===== src/rtl/hemaia_clk_div_pkg.sv =====
// Shared types and constants for the HeMAiA multi-channel clock divider.
package hemaia_clk_div_pkg;

    localparam int unsigned DivWidth = 4;

    typedef logic [DivWidth-1:0] divisor_t;

    localparam int unsigned DivStop   = 0;
    localparam int unsigned DivBypass = 1;

    typedef enum logic {
        ChIdle,
        ChRun
    } chan_state_e;

endpackage


===== src/rtl/hemaia_clock_div_channel.sv =====
// One divided-clock channel: counter, divisor handshake, enable gating,
// posedge/negedge waveform flops and the glitch-free output mux.
(* keep_hierarchy = "yes", no_ungroup = "true", no_boundary_optimization = "true" *)
module hemaia_clock_div_channel
    import hemaia_clk_div_pkg::*;
#(
    parameter int unsigned Width           = DivWidth,
    parameter int unsigned DefaultDivision = 1
) (
    input  logic             clk_i,
    input  logic             rst_i,
    input  logic [Width-1:0] divisor_i,
    input  logic             divisor_valid_i,
    output logic             divisor_ready_o,
    input  logic             enable_i,
    input  logic             sync_i,
    output logic [Width-1:0] divisor_o,
    output logic             clk_o
);

    chan_state_e      state_q, state_d;
    logic [Width-1:0] cnt_q, cnt_d;
    logic [Width-1:0] div_q, div_d;
    logic [Width-1:0] pendDiv_q, pendDiv_d;
    logic             pend_q, pend_d;
    logic             r1_q, r2_q, bypass_q;

    logic             stopped;
    logic             boundary;
    logic             accept;
    logic             applyNow;
    logic             rawClk;
    logic [Width-1:0] lastCnt;

    always_ff @(posedge clk_i) begin
        if (rst_i) begin
            state_q   <= ChIdle;
            cnt_q     <= '0;
            div_q     <= Width'(DefaultDivision);
            pendDiv_q <= '0;
            pend_q    <= 1'b0;
            r1_q      <= 1'b0;
        end else begin
            state_q   <= state_d;
            cnt_q     <= cnt_d;
            div_q     <= div_d;
            pendDiv_q <= pendDiv_d;
            pend_q    <= pend_d;
            r1_q      <= rawClk;
        end
    end

    // Select flops live on the falling edge so the output mux only switches while clk_i is low.
    always_ff @(negedge clk_i) begin
        if (rst_i) begin
            r2_q     <= 1'b0;
            bypass_q <= 1'b0;
        end else begin
            r2_q     <= r1_q;
            bypass_q <= (state_q == ChRun) && (div_q == Width'(DivBypass));
        end
    end

    always_comb begin
        stopped  = (div_q == Width'(DivStop));
        lastCnt  = stopped ? '0 : div_q - Width'(1);
        boundary = (state_q == ChRun) && !stopped && (cnt_q == lastCnt);
        accept   = divisor_valid_i && !pend_q;

        state_d   = state_q;
        cnt_d     = cnt_q;
        div_d     = div_q;
        pend_d    = pend_q;
        pendDiv_d = pendDiv_q;
        applyNow  = 1'b0;

        if (accept) begin
            pend_d    = 1'b1;
            pendDiv_d = divisor_i;
        end

        // Sync outranks the boundary so a pending divisor always lands on the common restart.
        case (state_q)
            ChIdle: begin
                cnt_d    = '0;
                applyNow = pend_q;
                if (enable_i) begin
                    state_d = ChRun;
                end
            end
            ChRun: begin
                if (stopped) begin
                    cnt_d    = '0;
                    applyNow = pend_q;
                    if (!enable_i) begin
                        state_d = ChIdle;
                    end
                end else if (sync_i) begin
                    cnt_d    = '0;
                    applyNow = pend_q;
                end else if (boundary) begin
                    cnt_d    = '0;
                    applyNow = pend_q;
                    if (!enable_i) begin
                        state_d = ChIdle;
                    end
                end else begin
                    cnt_d = cnt_q + Width'(1);
                end
            end
            default: state_d = ChIdle;
        endcase

        if (applyNow) begin
            div_d  = pendDiv_q;
            pend_d = 1'b0;
        end

        rawClk = (state_q == ChRun) && !stopped && (div_q != Width'(DivBypass))
                 && (cnt_q >= (div_q >> 1));
    end

    assign divisor_ready_o = !pend_q;
    assign divisor_o       = div_q;
    assign clk_o           = bypass_q ? clk_i : (div_q[0] ? (r1_q & r2_q) : r1_q);

endmodule


===== src/rtl/hemaia_multi_clock_divider.sv =====
// Multi-channel integer clock divider: NumChannels independent dividers
// sharing one source clock and a common sync strobe.
module hemaia_multi_clock_divider
    import hemaia_clk_div_pkg::*;
#(
    parameter int unsigned NumChannels      = 4,
    parameter int unsigned MaxDivisionWidth = DivWidth,
    parameter int unsigned DefaultDivision  = 1
) (
    input  logic                                  clk_i,
    input  logic                                  rst_i,
    input  logic [NumChannels*MaxDivisionWidth-1:0] divisor_i,
    input  logic [NumChannels-1:0]                divisor_valid_i,
    output logic [NumChannels-1:0]                divisor_ready_o,
    input  logic [NumChannels-1:0]                enable_i,
    input  logic                                  sync_i,
    output logic [NumChannels*MaxDivisionWidth-1:0] divisor_o,
    output logic [NumChannels-1:0]                clk_o
);

    for (genvar ch = 0; ch < NumChannels; ch++) begin : gen_channel
        hemaia_clock_div_channel #(
            .Width          (MaxDivisionWidth),
            .DefaultDivision(DefaultDivision)
        ) u_channel (
            .clk_i          (clk_i),
            .rst_i          (rst_i),
            .divisor_i      (divisor_i[ch*MaxDivisionWidth +: MaxDivisionWidth]),
            .divisor_valid_i(divisor_valid_i[ch]),
            .divisor_ready_o(divisor_ready_o[ch]),
            .enable_i       (enable_i[ch]),
            .sync_i         (sync_i),
            .divisor_o      (divisor_o[ch*MaxDivisionWidth +: MaxDivisionWidth]),
            .clk_o          (clk_o[ch])
        );
    end

endmodule

===== config.mk =====
export PLATFORM = sky130hd
export DESIGN_NAME = hemaia_multi_clock_divider
export DESIGN_NICKNAME = d
export VERILOG_FILES = /design/src/rtl/hemaia_clk_div_pkg.sv /design/src/rtl/hemaia_clock_div_channel.sv /design/src/rtl/hemaia_multi_clock_divider.sv
export SDC_FILE = /design/constraint.sdc
export NUM_CORES = 1
export LEC_CHECK = 0
export ABC_AREA = 1
export BUFFER_PORTS_ARGS = -buffer_cell sky130_fd_sc_hd__buf_2
export CAP_MARGIN = 20
export CORE_ASPECT_RATIO = 1.25
export CORE_UTILIZATION = 44
export CTS_BUF_LIST = sky130_fd_sc_hd__clkbuf_4
export CTS_CLUSTER_SIZE = 8
export DETAILED_ROUTE_END_ITERATION = 6
export SYNTH_ARGS = -nofsm -noshare
export SYNTH_HDL_FRONTEND = slang
export SYNTH_SLANG_ARGS = --single-unit

===== constraint.sdc =====
create_clock -name clk_i -period 3.5 [get_ports clk_i]
set_clock_uncertainty 0.05 [all_clocks]
set_input_delay 0.525 -clock clk_i [delete_from_list [all_inputs] [get_ports clk_i]]
set_output_delay 0.525 -clock clk_i [all_outputs]
set_load 0.01 [all_outputs]

==> results of run 1 <==
==> layout make-up <==
class / instances / area, um^2
fill: 754 / 3490
clock buffer: 19 / 133
sequential: 68 / 1370
tap: 92 / 115
clock inverter: 13 / 77.6
timing repair buffer: 46 / 230
multi-input combinational: 324 / 1720
inverter: 71 / 267
==> registers in the layout (all words and copies together) (netlist names) <==
signal / flops
gen_channel.u_channel/state_q: 4
gen_channel.u_channel/r1_q: 4
gen_channel.u_channel/bypass_q: 4
gen_channel.u_channel/r2_q: 4
gen_channel.u_channel/cnt_q: 16
gen_channel.u_channel/divisor_o: 16
gen_channel.u_channel/pendDiv_q: 16
gen_channel.u_channel/pend_q: 4
==> layer usage <==
layer	global-route usage [%]	vias to the layer above	routed length, um
li1	-	1635	-
met3	5.82	18	260
met1	20.7	1294	3060
met2	28.1	54	2990
met5	0	-	0
met4	12.8	0	174
==> worst register-to-register path: cells and delay by family, from the launching register on <==
kind          cells  cell delay, ns
simple gates      3            0.47
flops             1            0.37
buf+inv           1            0.09
==> power breakdown <==
| group | switching, W | internal [W] | leakage (nW) | total, W |
|---|---|---|---|---|
| Clock | 0.000317 | 0.000298 | 0.167 | 0.000615 |
| Sequential | 0.0000539 | 0.000825 | 0.561 | 0.000879 |
| Combinational | 0.000178 | 0.000117 | 1.17 | 0.000295 |
| Total | 0.000549 | 0.00124 | 1.90 | 0.00179 |
==> metrics by stage <==
step	instance area, um^2	TNS, ns	instances	power (W)	setup slack (ns)
detailed placement	3720	0	609	0.00123	0.402
global placement	3720	0	609	0.00122	0.412
finish	3910	-0.0470	633	0.00179	-0.0406
CTS	3900	-0.215	633	0.00182	-0.0844
floorplan	3390	0	475	0.00114	0.549
global route	3910	-0.345	633	0.00193	-0.107
==> cells in the final DEF, fill, tap and decap left out, drive strengths merged, types with 7 or more instances in the layout <==
master / Yosys / final
a21oi: 41 / 41
buf: 4 / 50
clkbuf: 4 / 15
dfxtp: 68 / 68
ha: 16 / 16
inv: 75 / 79
nand2: 100 / 100
nand3: 44 / 44
nand4: 7 / 7
nor2: 60 / 60
o21ai: 37 / 37
xor2: 8 / 8
==> worst max path at each step <==
stage	endpoint	slack, ns	cells past startpoint	from
6_report	clk_o[3]	-0.04	3	gen_channel[3].u_channel/r2_q$_SDFF_NP0_
5_1_grt	clk_o[1]	-0.11	3	gen_channel[1].u_channel/r2_q$_SDFF_NP0_
4_1_cts	clk_o[1]	-0.08	3	gen_channel[1].u_channel/r2_q$_SDFF_NP0_
3_5_place_dp	gen_channel[1].u_channel/bypass_q$_SDFF_NP0_	0.40	4	rst_i
3_3_place_gp	gen_channel[2].u_channel/bypass_q$_SDFF_NP0_	0.41	4	rst_i
2_1_floorplan	clk_o[0]	0.55	2	gen_channel[0].u_channel/r2_q$_SDFF_NP0_
==> repair_timing <==
action                     in CTS  in global routing
gates resized for setup         9                  7
setup endpoints to repair      16                 16
pin swaps                       4                  3
==> cells by family (layout without fill, tap and decap cells) <==
kind of cell               Yosys count  after routing  synth area share, %
and+or+nand+nor                    215            215                 28.4
buffers and inverters               83            149                 9.33
AOI/OAI and AO/OA                   81             81                 12.3
DFF                                 68             68                 40.1
adders and majority gates           16             16                 5.90
xor gates and xnor gates            12             12                 3.98
==> flow_summary.json, run 1 <==
{
  "drive_above_1_share_pct": 18.3,
  "first_pass_iters": 4,
  "clk_latency_ns": 0.50,
  "syn_to_final_growth_pct": 15.3,
  "async_reset_ff_share_pct": 0,
  "core.rowCount": 35,
  "die_area_um2": 8070,
  "setup_viol": 4,
  "netlist_area_um2": 3390,
  "violations": "negative setup slack",
  "p_per_area_nw_per_um2": 457,
  "gr-usage-all-layers_pct": 18.1,
  "slew_violations": 0,
  "grt_pass1_wl_mm": 11.2,
  "first_global_vias": 2731,
  "ir_drop_mv": 0.232,
  "synthTopCellsByCount": "nand2_1 (95), inv_1 (75), dfxtp_1 (68)",
  "cts_hold_buf": 0,
  "worst_slack_ns": -0.0406,
  "path_cells": "o21ai_2 -> o21ai_1 -> buf_2",
  "grt_start_max_net_pins": 14,
  "core_region_area_um2": 7400,
  "rsz0062_at_grt": "true",
  "cts_tree": "yes",
  "final_core_util_pct": 52.9,
  "rrSetupSlack_ns": 0.73,
  "ys_seq_elements": 68,
  "holdPathStages": 3,
  "cp_slowest_stage_delay_ns": 0.31,
  "antenna_found_initial": 0,
  "synth_top_area_share_pct": 40.1,
  "r2r_end": "gen_channel[1].u_channel/bypass_q$_SDFF_NP0_",
  "outcome": "complete, but fails checks",
  "first_iter_violations": 136,
  "post_cts_buffers": 0,
  "die_x_um": 80.5,
  "ys.flop_type": "dfxtp_1",
  "diodes": 0,
  "timing.slew.headroom_pct": 76.8,
  "synth-edff-count": 0,
  "maxCapViolCount": 0,
  "antenna_left": 0,
  "min-delay-start": "enable_i[0]",
  "hp-class": "input port to register",
  "synth_cells": 475,
  "port_buffers": 50,
  "required_ns": 2.92,
  "critPathKind": "register to output pin",
  "via_per_inst": 4.74,
  "yosys.area.top_type": "dfxtp_1",
  "critical_path.endpoint_type": "output pin",
  "drt_wl_total_mm": 6.48,
  "r2r.worst_path.cells": 4,
  "drc": 0,
  "slowest_stage": "dfxtp_2",
  "synth_nets": 518,
  "postSynthAreaPerCell_um2": 7.14,
  "hold_violations": 0,
  "die-height_um": 100,
  "synth_most_common_cell": "nand2_1",
  "cp_max_fo": 1,
  "worst_pin_slew_ns": 0.348,
  "initial_core_util_pct": 45.8,
  "ys_top_cells_by_area": "dfxtp_1 (40%), nand2_1 (11%), inv_1 (8.3%)",
  "cp-start-kind": "register",
  "holdPathEnd": "gen_channel[0].u_channel/state_q$_SDFF_PP0_",
  "grt_overflow_total": 0,
  "yosysSeqAreaShare_pct": 40.1,
  "cellLeakagePower_nw": 1.90,
  "wl_per_cell_um": 10.2,
  "hpwl_mm": 4.78,
  "num_vias": 3001,
  "r2r_start": "gen_channel[1].u_channel/divisor_o[3]$_SDFFE_PP0P_",
  "holdWs_ns": 0.209,
  "fin_nets": 579,
  "yosysUniqueCellTypes": 23,
  "cts.clk_slew.worst_paths_ns": 0.10,
  "cpLargestDelayFamily": "flip-flops",
  "io_pins": 51,
  "synth_warnings": 0,
  "path_buf_inv": 1,
  "gp_congestion": 0.836,
  "arrival_ns": 2.97
}
Note: power is estimated with default switching activity, not from simulation.
==> run 2, diff against run 1 <==
==> constraint.sdc (replaced) <==
create_clock -name clk_i -period 3.6 [get_ports clk_i]
set_clock_uncertainty 0.05 [all_clocks]
set_input_delay 0.54 -clock clk_i [delete_from_list [all_inputs] [get_ports clk_i]]
set_output_delay 0.54 -clock clk_i [all_outputs]
set_load 0.01 [all_outputs]
==> run 2 against run 1 <==
Net effect:
- the run now ends clean
- global-route usage is essentially flat
- cell count shrank 0.16%
- sequential power shrank 2.7%
- critical path depth is the same
- register-to-register slack gained 0.06 ns
- clock power shrank 10%
- first-iteration DRC count shrank 5.9%
- sequential share of layout area grew 0.11 points
- die area is the same
- non-clock buffer count is the same
==> flow_summary.json, run 2 (synthesis results as in run 1) <==
{
  "place_area_um2": 3720,
  "worst_slack_ns": 0.0114,
  "core_region_area_um2": 7400,
  "hp-class": "input port to register",
  "worst_pin_slew_ns": 0.345,
  "layout_common_cells": "nand2_1 (95), inv_1 (79), dfxtp_1 (61)",
  "rsz0062_at_grt": "true",
  "slew_violations": 0,
  "initial_core_util_pct": 45.8,
  "timing.slew.headroom_pct": 77.0,
  "grt_pass1_wl_mm": 11.3,
  "cp-start-kind": "register",
  "gp_congestion": 0.826,
  "slowest_stage": "dfxtp_2",
  "via_per_inst": 4.77,
  "preCtsSetupSlack_ns": 0.443,
  "syn_to_final_growth_pct": 15.1,
  "p_per_area_nw_per_um2": 434,
  "outcome": "completed",
  "critPathKind": "register to output pin",
  "hold_violations": 0,
  "critical_path.endpoint_type": "output pin",
  "drt_wl_total_mm": 6.55,
  "clk_latency_ns": 0.51,
  "core.rowCount": 35,
  "cts_tree": "yes",
  "fin_nets": 579,
  "required_ns": 3.01,
  "port_buffers": 50,
  "drc": 0,
  "seqCellArea_um2": 1370,
  "multi_input_area_um2": 1730,
  "first_global_vias": 2760,
  "first_iter_violations": 128,
  "antenna_left": 0,
  "cellLeakagePower_nw": 1.90,
  "fin_area_um2": 3900,
  "die_x_um": 80.5,
  "grt_start_max_net_pins": 14,
  "wl_per_cell_um": 10.4,
  "gr-usage-all-layers_pct": 18.0,
  "die_area_um2": 8070,
  "post_cts_buffers": 0,
  "cts_hold_buf": 0,
  "diodes": 0,
  "cts.clk_slew.worst_paths_ns": 0.10,
  "antenna_found_initial": 0,
  "path_cells": "o21ai_2 -> o21ai_1 -> buf_2",
  "first_pass_iters": 6,
  "fillers": 787,
  "final.setup.tns_ns": 0,
  "cp_slowest_stage_delay_ns": 0.31,
  "hpwl_mm": 4.83,
  "setup_viol": 0,
  "io_pins": 51,
  "die-height_um": 100,
  "grt_overflow_total": 0,
  "maxCapViolCount": 0,
  "cp_max_fo": 1,
  "final_common_cell": "nand2_1",
  "ir_drop_mv": 0.196,
  "power_w": 0.00169,
  "holdWs_ns": 0.220,
  "arrival_ns": 3.00,
  "num_vias": 3012,
  "drive_above_1_share_pct": 18.7
}
==> run 2: repair_timing <==
action,in CTS,in global routing
endpoints found under the hold margin,0,0
resized for setup,10,9
setup endpoints to repair,12,14
pin swaps,3,3
==> run 2: worst max-delay path, delay by kind of cell (launching register included) <==
kind                   cells  cell delay [ns]
flip-flops                 1             0.31
AO/OA/AOI/OAI              2             0.20
buffers and inverters      1             0.16
==> run 2: area by class of cell <==
type                            count  area share [%]
Multi-Input combinational cell    324            44.3
Sequential cell                    68            35.1
Inverter                           71            6.83
Timing Repair Buffer               46            5.90
Clock buffer                       19            3.40
Tap cell                           92            2.95
Clock inverter                     12            1.54
==> run 2: per-layer routing <==
layer	part of all wire (%)	global-route usage, %	vias up	wire [um]
met4	2.0	10.7	0	129
met3	3.8	6.00	11	249
met2	47	28.7	49	3070
li1	-	-	1633	-
met1	47	20.8	1319	3100
met5	0	0	-	0
==> run 2: power breakdown <==
part           switching [W]  internal [W]
clock               0.000300      0.000251
combinational       0.000174      0.000114
sequential         0.0000529      0.000802
==> run 2: through the flow <==
stage | std cells | utilization, %
global route | 632 | 52.7
global placement | 609 | 50.3
floorplan | 475 | -
finish | 632 | 52.7
detailed placement | 609 | 50.3
CTS | 632 | 52.5
==> run 2: final timing paths <==
| check | from | to | slack (ns) | depth (start not counted) |
|---|---|---|---|---|
| setup / recovery | gen_channel[1].u_channel/r2_q$_SDFF_NP0_ | clk_o[1] | 0.01 | 3 |
| hold / removal | enable_i[0] | gen_channel[0].u_channel/state_q$_SDFF_PP0_ | 0.22 | 3 |
| setup reg to reg | gen_channel[1].u_channel/divisor_o[2]$_SDFFE_PP0P_ | gen_channel[1].u_channel/bypass_q$_SDFF_NP0_ | 0.79 | 4 |
| hold reg to reg | gen_channel[0].u_channel/pendDiv_q[1]$_SDFFE_PP0P_ | gen_channel[0].u_channel/pendDiv_q[1]$_SDFFE_PP0P_ | 0.41 | 2 |
==> run 3, diff against run 2 <==
--- a/config.mk
+++ b/config.mk
@@ -6,13 +6,14 @@
 export NUM_CORES = 1
 export LEC_CHECK = 0
 export ABC_AREA = 1
-export BUFFER_PORTS_ARGS = -buffer_cell sky130_fd_sc_hd__buf_2
+export BUFFER_PORTS_ARGS = -buffer_cell sky130_fd_sc_hd__buf_4
 export CAP_MARGIN = 20
 export CORE_ASPECT_RATIO = 1.25
 export CORE_UTILIZATION = 44
 export CTS_BUF_LIST = sky130_fd_sc_hd__clkbuf_4
 export CTS_CLUSTER_SIZE = 8
 export DETAILED_ROUTE_END_ITERATION = 6
+export SKIP_LAST_GASP = 1
 export SYNTH_ARGS = -nofsm -noshare
 export SYNTH_HDL_FRONTEND = slang
 export SYNTH_SLANG_ARGS = --single-unit
==> run 3 against run 2 <==
Net effect:
- worst setup slack got worse by 0.0016 ns
- sequential power barely moved
- largest power group unchanged
- register-to-register slack got worse by 0.04 ns
- routed wire length rose by 3.1%
- highest routed layer unchanged
- cell count rose by 0.16%
- die area did not move
- first-iteration DRC count fell by 27%
==> flow_summary.json, run 3 (synthesis results as in run 1) <==
{
  "outcome": "completed",
  "p_per_area_nw_per_um2": 421,
  "instances_no_fill": 633,
  "maxCapViolCount": 0,
  "hold_violations": 0,
  "hp-class": "input port to register",
  "first_global_vias": 2760,
  "grt_overflow_total": 0,
  "antenna_left": 0,
  "final_common_cell": "nand2_1",
  "gr-usage-all-layers_pct": 18.4,
  "wl_per_cell_um": 10.7,
  "io_pins": 51,
  "cp_max_fo": 1,
  "arrival_ns": 3.00,
  "critPathKind": "register to output pin",
  "first_iter_violations": 94,
  "power_w": 0.00169,
  "die-height_um": 100,
  "rrSetupSlack_ns": 0.75,
  "rsz0062_at_grt": "true",
  "fin_nets": 580,
  "die_x_um": 80.5,
  "cts_tree": "yes",
  "die_area_um2": 8070,
  "hpwl_mm": 4.95,
  "num_vias": 3062,
  "multi_input_area_um2": 1730,
  "antenna_found_initial": 0,
  "grt_start_max_net_pins": 14,
  "drc": 0,
  "drive_above_1_share_pct": 18.1,
  "layout_common_cells": "nand2_1 (95), inv_1 (79), dfxtp_1 (64)",
  "cellLeakagePower_nw": 1.93,
  "gp_congestion": 0.845,
  "clk_latency_ns": 0.52,
  "slew_violations": 0,
  "dp_cells": 610,
  "drt_wl_total_mm": 6.75,
  "core.rowCount": 35,
  "seqCellArea_um2": 1370,
  "required_ns": 3.01,
  "initial_core_util_pct": 45.8,
  "cts.clk_slew.worst_paths_ns": 0.10,
  "worst_pin_slew_ns": 0.347,
  "via_per_inst": 4.84,
  "cts_hold_buf": 0,
  "syn_to_final_growth_pct": 18.6,
  "critical_path.endpoint_type": "output pin",
  "setup_viol": 0,
  "timing.slew.headroom_pct": 76.9,
  "cp-start-kind": "register",
  "grt_pass1_wl_mm": 11.4,
  "core_region_area_um2": 7400,
  "fillers": 756,
  "port_buffers": 50,
  "ir_drop_mv": 0.189,
  "first_pass_iters": 4,
  "diodes": 0
}
## run 3: cell types whose count changed in the layout (fill, tap and decap cells not counted), moves of 3 or more
cell     before  now
dfxtp_2       7    4
buf_4         0   50
dfxtp_1      61   64
buf_2        50    0
## run 3: path summary, 6_finish.rpt
path / start / end / depth (start not counted)
max: gen_channel[0].u_channel/r2_q$_SDFF_NP0_ / clk_o[0] / 3
min reg2reg: gen_channel[2].u_channel/pendDiv_q[1]$_SDFFE_PP0P_ / gen_channel[2].u_channel/pendDiv_q[1]$_SDFFE_PP0P_ / 2
max reg2reg: gen_channel[3].u_channel/divisor_o[3]$_SDFFE_PP0P_ / gen_channel[3].u_channel/bypass_q$_SDFF_NP0_ / 3
min: divisor_i[4] / gen_channel[1].u_channel/pendDiv_q[0]$_SDFFE_PP0P_ / 3
## run 3: worst max-delay path, cell delays in order (launching register included)
cell,delay [ns]
dfxtp_2,0.31
o21ai_2,0.13
o21ai_1,0.07
buf_4,0.14
## run 3: final cells by class
class                           instances  share of cell area, %
Inverter                               71                   6.63
Multi-Input combinational cell        324                   42.9
Timing Repair Buffer                   47                   8.77
Clock inverter                         11                   1.06
Tap cell                               92                   2.86
Clock buffer                           20                   3.83
Sequential cell                        68                   34.0
## run 3: what timing repair did
item	in CTS	in global routing
resized for setup	9	7
endpoints found under the setup margin	11	11
setup buffers	0	0
gates cloned	0	0
pin swaps	1	5
## run 3: metal layers
layer	GRT usage, %	share of wire [%]	up-vias
met2	30.0	48	56
met5	0	0	-
met3	7.18	4.7	11
li1	-	-	1641
met4	9.62	1.8	0
met1	20.4	46	1354
## run 3: power by group
part	switching [W]	total, W	leakage, nW	internal, W
Sequential	0.0000541	0.000856	0.560	0.000802
Combinational	0.000175	0.000308	1.21	0.000133
Clock	0.000301	0.000530	0.160	0.000229
## run 3: stage by stage
stage	cell area (um^2)	hold WS (ns)	util, %	worst slack [ns]	setup TNS [ns]
global placement	3850	0.387	52.1	0.525	0
global route	4020	0.206	54.4	-0.0565	-0.165
finish	4020	0.220	54.4	0.00977	0
floorplan	3390	0.380	-	0.584	0
detailed placement	3850	0.397	52.1	0.495	0
CTS	4010	0.191	54.1	-0.0356	-0.0356
